[src/rtl/mem_access_unit.sv]
// Load/store initiator: byte address to word index, RMW for sub-word stores, extended sub-word loads.
// Latency accept->DONE: fault 1, SW 2, load 3, SB/SH 4 cycles; READY low while busy, one request in flight.
module mem_access_unit #(
    parameter int DEPTH = 32
) (
    input  logic        CLK,
    input  logic        RESET,
    input  logic        REQ,
    input  logic [3:0]  OP,
    input  logic [31:0] BYTE_ADDR,
    input  logic [31:0] STORE_DATA,
    output logic        READY,
    output logic        DONE,
    output logic        FAULT,
    output logic [31:0] LOAD_DATA,
    output logic        MEMREAD,
    output logic        MEMWRITE,
    output logic [31:0] ADDR,
    output logic [31:0] WRITE_DATA,
    input  logic [31:0] READ_DATA
);

    typedef enum logic [1:0] {IDLE, RD, CAP, WR} state_t;

    state_t      state, state_n;
    logic [3:0]  op_q;
    logic [31:0] addr_q;
    logic [31:0] wdata_q;
    logic        legal, misaligned, range_err, req_fault, accept;
    logic [15:0] rd_lane;
    logic [31:0] ld_ext;
    logic [31:0] merged;

    always_comb begin
        case (OP)
            4'b0000, 4'b0001, 4'b0010, 4'b0100,
            4'b0101, 4'b1000, 4'b1001, 4'b1010: legal = 1'b1;
            default:                            legal = 1'b0;
        endcase
        misaligned = (OP[1:0] == 2'b01 && BYTE_ADDR[0]) ||
                     (OP[1:0] == 2'b10 && BYTE_ADDR[1:0] != 2'b00);
        range_err  = BYTE_ADDR[31:2] >= 30'(DEPTH);
        req_fault  = !legal || misaligned || range_err;
        accept     = REQ && (state == IDLE);
    end

    always_ff @(posedge CLK or negedge RESET) begin
        if (!RESET) state <= IDLE;
        else        state <= state_n;
    end

    always_comb begin
        state_n    = state;
        READY      = 1'b0;
        MEMREAD    = 1'b0;
        MEMWRITE   = 1'b0;
        ADDR       = 32'd0;
        WRITE_DATA = 32'd0;
        case (state)
            IDLE: begin
                READY = 1'b1;
                if (accept && !req_fault)
                    state_n = (OP == 4'b1010) ? WR : RD;
            end
            RD: begin
                MEMREAD = 1'b1;
                ADDR    = {2'b00, addr_q[31:2]};
                state_n = CAP;
            end
            CAP: state_n = op_q[3] ? WR : IDLE;
            WR: begin
                MEMWRITE   = 1'b1;
                ADDR       = {2'b00, addr_q[31:2]};
                WRITE_DATA = wdata_q;
                state_n    = IDLE;
            end
            default: state_n = IDLE;
        endcase
    end

    // Lane extraction for loads and lane merge for SB/SH both work off the captured word.
    always_comb begin
        rd_lane = 16'(READ_DATA >> {addr_q[1:0], 3'b000});
        case (op_q[1:0])
            2'b00:   ld_ext = {{24{rd_lane[7] & ~op_q[2]}}, rd_lane[7:0]};
            2'b01:   ld_ext = {{16{rd_lane[15] & ~op_q[2]}}, rd_lane[15:0]};
            default: ld_ext = READ_DATA;
        endcase
        merged = READ_DATA;
        if (op_q[1:0] == 2'b00)
            merged[{addr_q[1:0], 3'b000} +: 8] = wdata_q[7:0];
        else
            merged[{addr_q[1], 4'b0000} +: 16] = wdata_q[15:0];
    end

    always_ff @(posedge CLK or negedge RESET) begin
        if (!RESET) begin
            op_q      <= 4'd0;
            addr_q    <= 32'd0;
            wdata_q   <= 32'd0;
            LOAD_DATA <= 32'd0;
            DONE      <= 1'b0;
            FAULT     <= 1'b0;
        end else begin
            DONE  <= 1'b0;
            FAULT <= 1'b0;
            if (accept) begin
                if (req_fault) begin
                    DONE  <= 1'b1;
                    FAULT <= 1'b1;
                end else begin
                    op_q    <= OP;
                    addr_q  <= BYTE_ADDR;
                    wdata_q <= STORE_DATA;
                end
            end
            if (state == CAP) begin
                if (op_q[3]) begin
                    wdata_q <= merged;
                end else begin
                    LOAD_DATA <= ld_ext;
                    DONE      <= 1'b1;
                end
            end
            if (state == WR)
                DONE <= 1'b1;
        end
    end

endmodule

[config.mk]
export PLATFORM = sky130hd
export DESIGN_NAME = mem_access_unit
export DESIGN_NICKNAME = d
export VERILOG_FILES = /design/src/rtl/mem_access_unit.sv
export SDC_FILE = /design/constraint.sdc
export NUM_CORES = 1
export LEC_CHECK = 0
export CAP_MARGIN = 20
export CORE_UTILIZATION = 35
export CTS_BUF_LIST = sky130_fd_sc_hd__clkbuf_16
export DETAILED_ROUTE_END_ITERATION = 8
export PLACE_DENSITY = 0.69
export SLEW_MARGIN = 20
export SYNTH_ARGS = -nofsm -noshare
export SYNTH_HDL_FRONTEND = slang
export SYNTH_SLANG_ARGS = --single-unit
[constraint.sdc]
create_clock -name CLK -period 2.2 [get_ports CLK]
set_input_delay 0.33 -clock CLK [delete_from_list [all_inputs] [get_ports CLK]]
set_output_delay 0.33 -clock CLK [all_outputs]
set_load 0.02 [all_outputs]
==> run_results.csv, run 1 <==
group,metric,value,unit
run_status,status,"finished, violations left",
run_status,violations,"design-rule violations, negative hold slack",
pwr,p_leak,3.88,nW
setup_path,crit_family,"buffers and inverters",
logic_synthesis,synth_ff_type,"dfrtp_1",
die,initial_core_util,36.4,%
clock_network,cts_hold_buf,0,
drt,drt_wl_total,17900,um
layout,post-route-util,55.2,%
clock_network,root_buffer,"clkbuf_16",
drt,wl_per_cell,18.2,um
layout,fin_cells,983,
logic_synthesis,synth-seq-cells,104,
setup_path,critical_path_class,"flip-flop to primary output",
pwr,cellPowerDensity,492,mW/mm^2
worst_hold_path,hold_class,"input port to async pin",
grt,antenna_found_initial,0,
die,coreArea,0.0147,sq mm
pwr,clock_power_share,43.8,%
layout,drive_above_1_share,8.64,%
sta,worst_slew_pin_slew,0.732,ns
pwr,p_comb_share,8.4,%
drt,drt-pass1-iter-count,9,
logic_synthesis,yosysUniqueCellTypes,46,
placed_design,gp_congestion,0.915,
clock_network,cts_tree,"built",
sta,final_max_slew_viol_count,0,
logic_synthesis,synth_area_leaders,"dfrtp_1 49%, nand2_1 7.4%, and2_1 6.7%",
setup_path,critPathRequiredTime,1.87,ns
logic_synthesis,yosysTopAreaCell,"dfrtp_1",
sta,setup_viol,0,
setup_path,critPathMaxStageDelay,0.67,ns
pwr,pwr-share-seq,47.8,%
die,row_count,44,
layout,fin_nets,902,
logic_synthesis,synth_edf_count,0,
placed_design,placed_cells,964,
setup_path,cp-start-kind,"flip-flop",
logic_synthesis,ys_top_cells_by_count,"105 x nand2_1, 104 x dfrtp_1, 57 x and2_1, 44 x a21oi_1, 35 x nor2_1",
grt,overflow,0,
sta,fin_hold_ws,-0.00776,ns
setup_path,critPathBufInv,2,
clock_network,clock_path_buffers,2,
setup_path,cp-end-kind,"primary output",
die,die_h,126,um
grt,grt_max_degree,50,
clock_network,clock_latency,0.34,ns
pwr,switching_share,22.0,%
logic_synthesis,synth_warnings,0,
flow_run,cap_viol_max_count,0,
logic_synthesis,yosysTopAreaCellShare,48.7,%
logic_synthesis,syn_area_per_cell,9.14,sq um
sta,fin_crit_sh,96.2,%
pwr,internal_power,3.12,mW
sta,layout_min_cycle_time,2.12,ns
sta,max_freq,472,MHz
layout,area_delta_synth_final,51.7,%
drt,drc,11,
pwr,irDropWorstVdd,506,uV
setup_path,path_max_fanout,26,
clock_network,clk_pin_slew_worst_paths,0.07,ns
sta,hold_viol_final,2,
die,die_x,126,um
setup_path,crit_arrival,1.79,ns
setup_path,crit_path_top_delay_cell,"clkdlybuf4s50_1",
die,die_area,0.0158,sq mm
clock_network,clock_sinks,104,
logic_synthesis,async_flop_share,100,%
drt,drt-initial-drc-count,429,
drt,via_per_inst,5.44,
logic_synthesis,synth_most_common_cell,"nand2_1",
logic_synthesis,syn_inst,585,
sta,rsz0062_at_grt,"no",
grt,grt_pass1_wl,28000,um
drt,ant_nets,0,
die,io_pins,204,
layout,diodes,0,
setup_path,path_cells,"buf_4 > nor2b_1 > clkdlybuf4s50_1",
grt,first_global_vias,5252,
pwr,p_total,4.00,mW
clock_network,cts_buffers,9,
sta,slew_headroom,50.8,%
placed_design,dpl.hpwl,13700,um
logic_synthesis,synth-seq-area-share,48.7,%
placed_design,port_buffers,201,
drt,num_vias,5352,
grt,track_usage,22.7,%
sta,finalClockSkew,0.00675,ns
logic_synthesis,netlist_area,0.00535,sq mm
clock_network,htree_levels,3,
pwr,power_switching,879,uW
[stage by stage]
step | TNS [ns] | setup WS [ns] | instance area [sq um]
2_1_floorplan | 0 | 0.0431 | 5350
3_3_place_gp | -4.55 | -0.127 | 7700
3_5_place_dp | -10.29 | -0.264 | 7700
4_1_cts | -0.140 | -0.0320 | 8030
5_1_grt | 0 | 0.00749 | 8120
6_report | 0 | 0.0829 | 8120
[flip-flops by register name, summed over array words and instances, names as in the netlist]
signal / flops
DONE: 1
FAULT: 1
LOAD_DATA: 32
addr_q: 32
op_q: 4
state: 2
wdata_q: 32
[repair_timing]
| action | CTS | global route |
|---|---|---|
| endpoints found under the setup margin | 66 | 67 |
| hold endpoints to repair | 0 | 0 |
| pin swaps | 0 | 3 |
| cloned | 0 | 0 |
| setup buffers | 0 | 3 |
| gates resized for setup | 3 | 18 |
[cells by family after synthesis]
group | Yosys count | synth area share [%]
other | 1 | 0.0701
AND/OR/NAND/NOR | 259 | 24.4
AO/OA/AOI/OAI | 159 | 19.6
buffers and inverters | 46 | 3.79
multiplexers | 11 | 2.32
flip-flops | 104 | 48.7
adder cells (fa/ha/maj) | 5 | 1.17
[cells in the final DEF, fill, tap and decap left out, types with 8 or more instances in the layout]
cell / count
mux2i_1: 9
dlymetal6s2s_1: 10
buf_4: 33
a22oi_1: 16
o22ai_1: 8
nand2_1: 105
clkbuf_16: 9
clkdlybuf4s50_1: 189
nor2_1: 35
a221o_1: 16
a31oi_1: 17
and3_1: 32
a221oi_1: 8
o21ai_0: 28
a22o_1: 8
dfrtp_1: 103
a21o_1: 8
a21oi_1: 44
and2_1: 57
[worst reg2reg max path: stages, from the launching register on]
cell	delay [ns]
dfrtp_2	0.46
buf_4	0.16
nor2_1	0.14
nand2_1	0.19
or4_4	0.54
buf_12	0.19
nand2_1	0.13
a31oi_1	0.08
[metal layers]
layer	wire, um	vias to the layer above	global-route usage, %
li1	-	2489	-
met1	7920	2598	30.6
met2	8460	239	37.8
met3	1210	26	3.65
met4	303	0	6.17
met5	0	-	0
[area by class of cell]
cell class              instances  area (sq um)
clock buffers                   9           225
clock inverters                 7           101
fillers                      1308          6580
inverters                       5          18.8
multi-input cells             436          2600
flip-flops and latches        104          2600
well taps                     184           230
repair buffers                238          2340
[final timing paths]
path	endpoint	depth (start not counted)	slack (ns)	start
worst max-delay path	MEMREAD	3	0.08	state[1]
worst min-delay path	addr_q[14]	1	-0.008	RESET
worst max register to register	wdata_q[19]	7	0.17	state[0]
worst min register to register	addr_q[2]	2	0.46	addr_q[2]
max in group asynchronous	wdata_q[6]	2	1.48	RESET
min in group CLK	addr_q[2]	2	0.46	addr_q[2]
[power by group through the flow]
| stage | Sequential, mW | Clock [mW] | Combinational (mW) |
|---|---|---|---|
| 6_report | 1.91 | 1.75 | 0.334 |
| 5_1_grt | 1.91 | 1.84 | 0.357 |
| 4_1_cts | 1.91 | 1.78 | 0.336 |
| 3_5_place_dp | 1.95 | 0 | 0.335 |
| 3_3_place_gp | 1.95 | 0 | 0.332 |
| 2_1_floorplan | 1.95 | 0 | 0.0375 |
No activity file was read; power rests on OpenSTA's default activity.
==> run 2: changes to the inputs <==
Settings changed: GPL_ROUTABILITY_DRIVEN from default to 0.
==> run_results.csv, run 2 (same netlist as run 1, synthesis figures left out) <==
group,metric,value,unit
run_status,status,"finished, violations left",
run_status,violations,"design-rule violations",
die,io_pins,204,
die,die_x,126,um
drt,num_vias,5417,
setup_path,rr_endpoint,"wdata_q[18]",
setup_path,crit_arrival,1.82,ns
pwr,clock_power_share,38.6,%
setup_path,path_max_fanout,15,
setup_path,critPathRequiredTime,1.87,ns
grt,track_usage,23.2,%
pwr,cellPowerDensity,454,mW/mm^2
setup_path,critical_path_class,"flip-flop to primary output",
grt,grt_max_degree,50,
pwr,irDropWorstVdd,432,uV
grt,first_global_vias,5338,
placed_design,dpl.hpwl,13800,um
clock_network,htree_levels,3,
die,die_area,0.0158,sq mm
sta,hold_viol_final,0,
flow_run,cap_viol_max_count,0,
die,coreArea,0.0147,sq mm
setup_path,r2r_cells,6,
setup_path,r2r_start,"addr_q[0]",
placed_design,port_buffers,201,
sta,finalClockSkew,0.00650,ns
sta,slew_headroom,56.5,%
layout,drive_above_1_share,8.49,%
setup_path,critPathMaxStageDelay,0.61,ns
setup_path,crit_end,"WRITE_DATA[2]",
setup_path,path_cells,"buf_4 > and3_1 > clkdlybuf4s50_1",
sta,fin_crit_sh,97.6,%
drt,ant_nets,0,
pwr,internal_power,2.86,mW
layout,fin_nets,905,
clock_network,clock_sinks,104,
grt,overflow,0,
pwr,p_comb_share,9.2,%
pwr,switching_share,22.1,%
sta,layout_min_cycle_time,2.15,ns
layout,final_common_cell,"clkdlybuf4s50_1",
drt,via_per_inst,5.50,
drt,wl_per_cell,18.4,um
clock_network,cts_buffers,9,
drt,drt-initial-drc-count,445,
sta,rsz0062_at_grt,"no",
clock_network,cts_tree,"built",
layout,fill_cells,1332,
layout,reg_top3,"LOAD_DATA (32), addr_q (32), wdata_q (32)",
grt,antenna_found_initial,0,
clock_network,root_buffer,"clkbuf_16",
pwr,pwr-share-seq,52.1,%
drt,drc,11,
sta,worst_slew_pin_slew,0.653,ns
clock_network,clock_path_buffers,2,
sta,fin_hold_ws,0.468,ns
sta,setup_ws,0.0528,ns
worst_hold_path,hold_class,"flip-flop to flip-flop",
pwr,power_switching,813,uW
sta,max_freq,466,MHz
drt,drt-pass1-iter-count,9,
layout,area_delta_synth_final,51.2,%
grt,grt_pass1_wl,28400,um
setup_path,r2r_setup_slack,0.09,ns
clock_network,clock_latency,0.34,ns
layout,post-route-util,55.0,%
setup_path,cp-start-kind,"flip-flop",
setup_path,crit_path_start,"state[0]",
drt,drt_wl_total,18100,um
sta,final_max_slew_viol_count,0,
die,row_count,44,
sta,setup_viol,0,
clock_network,clk_pin_slew_worst_paths,0.07,ns
die,die_h,126,um
setup_path,crit_path_top_delay_cell,"clkdlybuf4s50_1",
die,initial_core_util,36.4,%
pwr,p_leak,3.80,nW
placed_design,post-place-ws,-0.249,ns
worst_hold_path,min_from,"addr_q[2]",
layout,diodes,0,
layout,final_cell_mix,"194 x clkdlybuf4s50_1, 105 x nand2_1, 102 x dfrtp_1, 56 x and2_1, 44 x a21oi_1",
setup_path,cp-end-kind,"primary output",
## run 2: changes by cell type in the layout (fill, tap and decap cells not counted), moves of 2 or more
cell / previous run / this run
dlymetal6s2s_1: 10 / 6
bufinv_16: 2 / 0
inv_1: 4 / 8
clkdlybuf4s50_1: 189 / 194
buf_4: 33 / 35
## run 2: layout make-up
type                       count  area, sq um  share of cell area [%]
sequential                   104         2610                    32.2
clock inverter                 6         31.3                   0.387
inverter                       5         18.8                   0.232
tap                          184          230                    2.85
timing repair buffer         241         2370                    29.3
multi-input combinational    436         2600                    32.2
clock buffer                   9          225                    2.79
## run 2: what timing repair did
| item | 4_1_cts | 5_1_grt |
|---|---|---|
| setup endpoints to repair | 80 | 69 |
| hold buffers | 1 | 0 |
| resized for setup | 6 | 13 |
| setup buffers | 0 | 4 |
| pin swaps | 0 | 3 |
| endpoints found under the hold margin | 37 | 0 |
## run 2: worst min-delay path by stage
| stage | endpoint | depth (start not counted) |
|---|---|---|
| after global placement | addr_q[12] | 1 |
| after CTS | addr_q[2] | 2 |
| after floorplan | DONE | 0 |
| final | addr_q[2] | 2 |
| after detailed placement | addr_q[12] | 1 |
| after global routing | addr_q[13] | 1 |
## run 2: worst max-delay path: cells and delay by family, from the launching register on
family	cells	cell delay, ns
buffers and inverters	2	0.83
DFF	1	0.46
and+or+nand+nor	1	0.19
## run 2: layer usage
metal / track usage (%) / vias to the layer above / wire length (um)
met2: 38.4 / 277 / 8840
met4: 8.03 / 0 / 402
li1: - / 2497 / -
met1: 30.3 / 2611 / 7540
met5: 0 / - / 0
met3: 4.50 / 32 / 1310
## run 2: through the flow
stage	area [sq um]	power, mW	setup TNS [ns]	std cells
floorplan	5350	1.99	0	586
global placement	7720	2.28	-5.05	965
detailed placement	7720	2.29	-10.51	965
CTS	8010	3.70	0	981
global route	8090	3.78	0	985
finish	8090	3.67	0	985
## run 2: power groups by stage
stage	logic, mW	registers, mW	clock network (mW)
final	0.339	1.91	1.42
after global routing	0.363	1.91	1.50
after detailed placement	0.336	1.95	0
after CTS	0.339	1.91	1.44
after floorplan	0.0375	1.95	0
after global placement	0.331	1.95	0
